==> config.mk <==
export PLATFORM = sky130hd
export DESIGN_NAME = sevenseg_scan_ctrl
export DESIGN_NICKNAME = d
export VERILOG_FILES = /design/src/rtl/sevenseg_pkg.sv /design/src/rtl/scan_tick_gen.sv /design/src/rtl/sevenseg_scan_ctrl.sv
export SDC_FILE = /design/constraint.sdc
export NUM_CORES = 1
export LEC_CHECK = 0
export ABC_CLOCK_PERIOD_IN_PS = 4300
export BUFFER_PORTS_ARGS = -buffer_cell sky130_fd_sc_hd__buf_2
export CORE_MARGIN = 10
export CORE_UTILIZATION = 62
export CTS_CLUSTER_SIZE = 10
export DETAILED_ROUTE_END_ITERATION = 10
export HOLD_SLACK_MARGIN = 0.08
export PLACE_DENSITY = 0.85
export SLEW_MARGIN = 20
export SYNTH_ARGS = -nofsm -noshare
export SYNTH_HDL_FRONTEND = slang
export SYNTH_SLANG_ARGS = --single-unit
==> constraint.sdc <==
create_clock -name clk -period 4.3 [get_ports clk]
set_clock_uncertainty 0.05 [all_clocks]
set_input_delay 0.86 -clock clk [delete_from_list [all_inputs] [get_ports clk]]
set_output_delay 0.86 -clock clk [all_outputs]
set_load 0.005 [all_outputs]
==> src/rtl/sevenseg_pkg.sv <==
// rtl/sevenseg_pkg.sv - shared types and constants for the seven-segment scan controller
package sevenseg_pkg;

  typedef enum logic {
    ST_BLANK = 1'b0,
    ST_DRIVE = 1'b1
  } scan_state_e;

  localparam int DEF_TICK_DIV  = 100000;
  localparam int DEF_BLANK_CYC = 4;

  // Code the downstream 4-bit-to-segment decoder renders as all segments off
  localparam logic [3:0] BLANK_CODE = 4'hF;

endpackage

==> src/rtl/scan_tick_gen.sv <==
// rtl/scan_tick_gen.sv - per-slot cycle counter with slot-wrap and blank-window flags
module scan_tick_gen
  import sevenseg_pkg::*;
#(
  parameter int TICK_DIV  = DEF_TICK_DIV,
  parameter int BLANK_CYC = DEF_BLANK_CYC
) (
  input  logic clk,
  input  logic rst_n,
  output logic wrap_o,
  output logic blank_next_o
);

  localparam int CW = (TICK_DIV > 1) ? $clog2(TICK_DIV) : 1;
  localparam logic [CW-1:0] CNT_MAX = CW'(TICK_DIV - 1);

  logic [CW-1:0] cnt_q, cnt_d;

  assign wrap_o = (cnt_q == CNT_MAX);
  assign cnt_d  = wrap_o ? '0 : cnt_q + 1'b1;

  // Look-ahead so the FSM register lands in BLANK exactly while cnt < BLANK_CYC
  assign blank_next_o = (int'(cnt_d) < BLANK_CYC);

  always_ff @(posedge clk or negedge rst_n) begin
    if (!rst_n) begin
      cnt_q <= '0;
    end else begin
      cnt_q <= cnt_d;
    end
  end

endmodule

==> src/rtl/sevenseg_scan_ctrl.sv <==
// rtl/sevenseg_scan_ctrl.sv - multiplexed seven-segment scan with shadowed value and anti-ghost blanking
module sevenseg_scan_ctrl
  import sevenseg_pkg::*;
#(
  parameter int N_DIGITS  = 8,
  parameter int TICK_DIV  = DEF_TICK_DIV,
  parameter int BLANK_CYC = DEF_BLANK_CYC
) (
  input  logic                  clk,
  input  logic                  rst_n,
  input  logic [4*N_DIGITS-1:0] value,
  input  logic [N_DIGITS-1:0]   dp_in,
  input  logic                  load,
  input  logic                  lz_blank,
  input  logic [N_DIGITS-1:0]   digit_en,
  output logic [3:0]            digit,
  output logic [N_DIGITS-1:0]   an_n,
  output logic                  dp_n,
  output logic                  pending,
  output logic                  frame_done
);

  localparam int IW = (N_DIGITS > 2) ? $clog2(N_DIGITS) : 1;
  localparam logic [IW-1:0] IDX_MAX = IW'(N_DIGITS - 1);
  localparam scan_state_e RST_STATE = (BLANK_CYC > 0) ? ST_BLANK : ST_DRIVE;

  scan_state_e           state_q, state_d;
  logic [IW-1:0]         idx_q, idx_d;
  logic [4*N_DIGITS-1:0] act_val_q, act_val_d, sh_val_q;
  logic [N_DIGITS-1:0]   act_dp_q, act_dp_d, sh_dp_q;
  logic                  pending_q, pending_d;
  logic [N_DIGITS-1:0]   en_q;
  logic                  lz_q;

  logic                  wrap, blank_next, swap, lit, suppressed;
  logic [3:0]            nib [N_DIGITS];
  logic [N_DIGITS-1:0]   zero_run;

  scan_tick_gen #(
    .TICK_DIV  (TICK_DIV),
    .BLANK_CYC (BLANK_CYC)
  ) u_tick (
    .clk          (clk),
    .rst_n        (rst_n),
    .wrap_o       (wrap),
    .blank_next_o (blank_next)
  );

  assign swap = wrap && (idx_q == IDX_MAX);

  // zero_run[i]: active nibbles i..N_DIGITS-1 are all zero
  for (genvar g = 0; g < N_DIGITS; g++) begin : g_nib
    assign nib[g] = act_val_q[4*g +: 4];
    if (g == N_DIGITS - 1) begin : g_top
      assign zero_run[g] = (nib[g] == 4'h0);
    end else begin : g_low
      assign zero_run[g] = zero_run[g+1] & (nib[g] == 4'h0);
    end
  end

  always_comb begin
    state_d = state_q;
    case (state_q)
      ST_BLANK: if (!blank_next) state_d = ST_DRIVE;
      ST_DRIVE: if (blank_next)  state_d = ST_BLANK;
      default:  state_d = RST_STATE;
    endcase
  end

  always_comb begin
    idx_d     = idx_q;
    act_val_d = act_val_q;
    act_dp_d  = act_dp_q;
    pending_d = pending_q;
    if (wrap) begin
      idx_d = (idx_q == IDX_MAX) ? '0 : idx_q + 1'b1;
    end
    // A load landing on the swap cycle bypasses the shadow so it is not lost for a frame
    if (swap) begin
      pending_d = 1'b0;
      if (load) begin
        act_val_d = value;
        act_dp_d  = dp_in;
      end else if (pending_q) begin
        act_val_d = sh_val_q;
        act_dp_d  = sh_dp_q;
      end
    end else if (load) begin
      pending_d = 1'b1;
    end
  end

  always_ff @(posedge clk or negedge rst_n) begin
    if (!rst_n) begin
      state_q   <= RST_STATE;
      idx_q     <= '0;
      act_val_q <= '0;
      act_dp_q  <= '0;
      sh_val_q  <= '0;
      sh_dp_q   <= '0;
      pending_q <= 1'b0;
      en_q      <= '0;
      lz_q      <= 1'b0;
    end else begin
      state_q   <= state_d;
      idx_q     <= idx_d;
      act_val_q <= act_val_d;
      act_dp_q  <= act_dp_d;
      pending_q <= pending_d;
      en_q      <= digit_en;
      lz_q      <= lz_blank;
      if (load) begin
        sh_val_q <= value;
        sh_dp_q  <= dp_in;
      end
    end
  end

  assign suppressed = lz_q && (idx_q != '0) && zero_run[idx_q];
  assign lit        = (state_q == ST_DRIVE) && en_q[idx_q] && !suppressed;

  always_comb begin
    an_n = '1;
    if (lit) an_n[idx_q] = 1'b0;
  end

  assign digit      = nib[idx_q];
  assign dp_n       = ~(lit & act_dp_q[idx_q]);
  assign pending    = pending_q;
  assign frame_done = swap;

endmodule

==> impl_summary.log <==
INFO  metric detail_route.wirelength = ~11 mm
INFO  metric synth-warning-count = 0
INFO  metric clk-insertion-delay-late = 0.38 ns
INFO  metric leakagePower = 2.76 nW
INFO  metric synthTopCellsByArea = sky130_fd_sc_hd__dfrtp_1 (53%), sky130_fd_sc_hd__mux2_4 (11%), sky130_fd_sc_hd__mux2_2 (9.0%)
INFO  metric antenna-diode-count = 0
INFO  metric nNetsFinal = 510
INFO  metric tritonroute_pass_1_iters = 7
INFO  metric wl_per_cell = between 15 and 20 µm
INFO  metric cap_viol_max_count = 0
INFO  metric async_flop_share = 1.00
INFO  metric cts_resized = 0
INFO  metric drive_gt1_frac = 0.395
INFO  metric cts_inserted_buffers = 9
INFO  metric synth.yosys.seq_area_share = 0.526
INFO  metric initialDrtViolationCount = 222
INFO  metric critical_path_required = ~3.4 ns
INFO  metric critical_path.max_stage_delay = between 0.8 and 0.9 ns
INFO  metric placeableCoreArea = about 8300 µm²
INFO  metric route.detailed.vias_per_inst = 6.13
INFO  metric gr-usage-all-layers = 0.177
INFO  metric cp_num_buf_inv = 2
INFO  metric netlist_instances = roughly 400
INFO  metric worst_path_max_delay_cell = sky130_fd_sc_hd__dfrtp_1
INFO  metric synthDominantAreaCellType = sky130_fd_sc_hd__dfrtp_1
INFO  metric tritoncts_clock_tree = built
INFO  metric first_global_vias = 3617
INFO  metric critical-path-top-delay-family = flip-flops
INFO  metric top_level_ports = 67
INFO  metric worst_setup_hold_path_clk_slew = 0.10 ns
INFO  metric fin_crit = 3.75 ns
INFO  metric postCtsSetupBuffers = 0
INFO  metric class_of_the_tightest_hold_or_removal_check = reg2reg
INFO  metric antenna_found_initial = 0
INFO  metric first_pass_grt_wire_length = 18.3 mm
INFO  metric critical_path.max_fanout = 23
INFO  metric finalHoldWorstSlack = 0.417 ns
INFO  metric dpl_worst_slack = 1.03 ns
INFO  metric final-hold-violation-count = 0
INFO  metric vdd.ir_drop.worst = 197 µV
INFO  metric worst_slew_margin_rel = 0.357
INFO  metric crit_end = dp_n
INFO  metric synth_register_bits = 111
INFO  metric crit_chain = clkinv_1 -> ha_1 -> o22ai_1 -> a41oi_2 -> o221ai_1 -> buf_2
INFO  metric timing.setup.tns = 0 ns
INFO  metric netlist_area = 5280 µm²
INFO  metric synthDominantCellAreaShare = 0.526
INFO  metric cts_num_sinks = 111
INFO  metric ctsHtreeMaxLevel = 3
INFO  metric pin_count_of_the_biggest_net_entering_global_routing = 81
INFO  metric worstSetupEndpointType = primary output
INFO  metric finalInstanceArea = 5810 µm²
INFO  metric timing.reg2reg.setup_slack = 1.62 ns
INFO  metric dp_hpwl = 8.11 mm
INFO  metric worstReg2RegStart = idx_q[0]
INFO  metric area_delta_synth_final = 9.95%
INFO  metric initial_core_util = 0.640
INFO  metric die_width = 112 µm
INFO  metric report.power.total = 1.90 mW
INFO  metric clk_root_buffer_cell = sky130_fd_sc_hd__clkbuf_8
INFO  metric layout_setup_ws = 0.546 ns
INFO  metric crit_arrival = 2.84 ns
INFO  metric worstMarginPinSlew = roughly 0.96 ns
INFO  metric synth_ff_type = sky130_fd_sc_hd__dfrtp_1
INFO  metric globalRouteOverflowTotal = 0
INFO  metric min_period_over_period = 0.873
INFO  metric rsz_0062_raised_after_global_routing = false
INFO  metric number_of_max_slew_violations_in_the_final_report = 0
INFO  metric achievable-frequency = around 0.27 GHz
INFO  metric criticalPathCategory = reg2out
INFO  metric design.die.area = 12600 µm²
INFO  metric dpl-instance-area = 5590 µm²
INFO  metric cts_stage_hold_buffer_count = 0
INFO  metric result_of_the_run = finished, final reports clean
INFO  metric placement.io_buffers = 66
INFO  metric total_power_divided_by_cell_area = 327 nW/µm²
INFO  metric worstSetupPathDepth = 6
INFO  metric synthesis.area_per_instance = 13.3 µm²
INFO  metric routed-via-count = 3450
INFO  metric die_height = approximately 110 µm
INFO  metric cts_buffer_depth = 2
INFO  metric r2r-end = act_val_q[2]
INFO  metric timing.critical_path.from_type = register
INFO  metric gp_congestion = 0.907
INFO  metric postSynthNetCount = between 400 and 500
INFO  metric yosysUniqueCellTypes = slightly below 60
INFO  metric worst-r2r-cell-count = 7
INFO  metric drcViolationCount = 0
INFO  metric std_cell_rows = 33
INFO  metric holdPathStages = 1
INFO  metric synth_enable_flop_cells = 0
INFO  metric cp-startpoint = idx_q[0]
INFO  metric final_antenna_violating_net_count = 0
INFO  metric final_setup_violations = 0
synth_stat cells (all sizes together) (2+ instances only):
cell and count:
a211oi 2, a21oi 7, a221oi 4, a31oi 5, and2 3, and3 4
buf 19, clkbuf 4, clkinv 3, dfrtp 111, ha 4, inv 8
mux2 82, mux2i 5, mux4 3, nand2 20, nand3 11, nand4 11
nor2 20, nor3 9, nor4 12, nor4b 3, o21ai 8, o22ai 2
xnor2 14, xor2 4
power by group:
| part | internal [mW] | switching [mW] | leakage [nW] |
|---|---|---|---|
| registers | 1.08 | 0.0129 | 1.41 |
| clock network | 0.331 | 0.358 | 0.112 |
| logic | 0.0552 | 0.0571 | 1.23 |
routing by layer:
| metal | share of wire | track usage |
|---|---|---|
| met1 | 0.43 | 0.232 |
| met2 | 0.48 | 0.279 |
| met3 | 0.067 | 0.0442 |
| met4 | 0.024 | 0.0651 |
| met5 | 0 | 0 |
per-stage QoR:
step	util	std cells
3_5_place_dp	0.677	548
3_3_place_gp	0.677	548
4_1_cts	0.703	563
2_1_floorplan	-	397
6_report	0.703	563
5_1_grt	0.703	563
cell usage in the layout, fill, tap and decap left out, types with 5 or more instances in the layout:
| master | n |
|---|---|
| sky130_fd_sc_hd__nor2_1 | 19 |
| sky130_fd_sc_hd__nor3_1 | 9 |
| sky130_fd_sc_hd__mux2_2 | 42 |
| sky130_fd_sc_hd__inv_1 | 8 |
| sky130_fd_sc_hd__xnor2_1 | 14 |
| sky130_fd_sc_hd__clkbuf_8 | 9 |
| sky130_fd_sc_hd__a31oi_1 | 5 |
| sky130_fd_sc_hd__a21oi_1 | 7 |
| sky130_fd_sc_hd__buf_2 | 65 |
| sky130_fd_sc_hd__dfrtp_1 | 111 |
| sky130_fd_sc_hd__nand3_1 | 11 |
| sky130_fd_sc_hd__nand4_1 | 10 |
| sky130_fd_sc_hd__nand2_1 | 19 |
| sky130_fd_sc_hd__mux2i_1 | 5 |
| sky130_fd_sc_hd__nor4_1 | 10 |
| sky130_fd_sc_hd__mux2_4 | 40 |
| sky130_fd_sc_hd__o21ai_0 | 7 |
state kept, by name (all words and copies together) (netlist names):
signal        flops
lz_q              1
act_dp_q          8
sh_dp_q           8
pending           1
state_q           1
act_val_q        32
en_q              8
u_tick.cnt_q     17
idx_q             3
sh_val_q         32
kinds of logic (layout without fill, tap and decap cells):
logic type	count (synthesis)	count (layout)	share of synthesized area
flip-flops	111	111	0.526
XOR/XNOR	18	18	0.0298
buffers and inverters	34	95	0.0417
AO/OA/AOI/OAI	41	41	0.0559
AND/OR/NAND/NOR	99	99	0.112
multiplexers	90	90	0.225
adder cells (fa/ha/maj)	4	4	0.00947
layout make-up:
| type | instances | area [µm²] |
|---|---|---|
| clock buffer | 9 | 124 |
| clock inverter | 6 | 93.8 |
| fill | 575 | 2450 |
| inverter | 11 | 41.3 |
| multi-input combinational | 252 | 2280 |
| sequential | 111 | 2780 |
| tap | 105 | 131 |
| timing repair buffer | 69 | 355 |
how the worst min path moves through the flow:
| stage | from | to | slack (ns) |
|---|---|---|---|
| floorplan | u_tick.cnt_q[0] | u_tick.cnt_q[0] | 0.38 |
| global placement | u_tick.cnt_q[0] | u_tick.cnt_q[0] | 0.40 |
| detailed placement | u_tick.cnt_q[0] | u_tick.cnt_q[0] | 0.41 |
| CTS | u_tick.cnt_q[0] | u_tick.cnt_q[0] | 0.42 |
| global route | u_tick.cnt_q[0] | u_tick.cnt_q[0] | 0.46 |
| finish | u_tick.cnt_q[0] | u_tick.cnt_q[0] | 0.42 |
(Power assumes the default switching activity.)
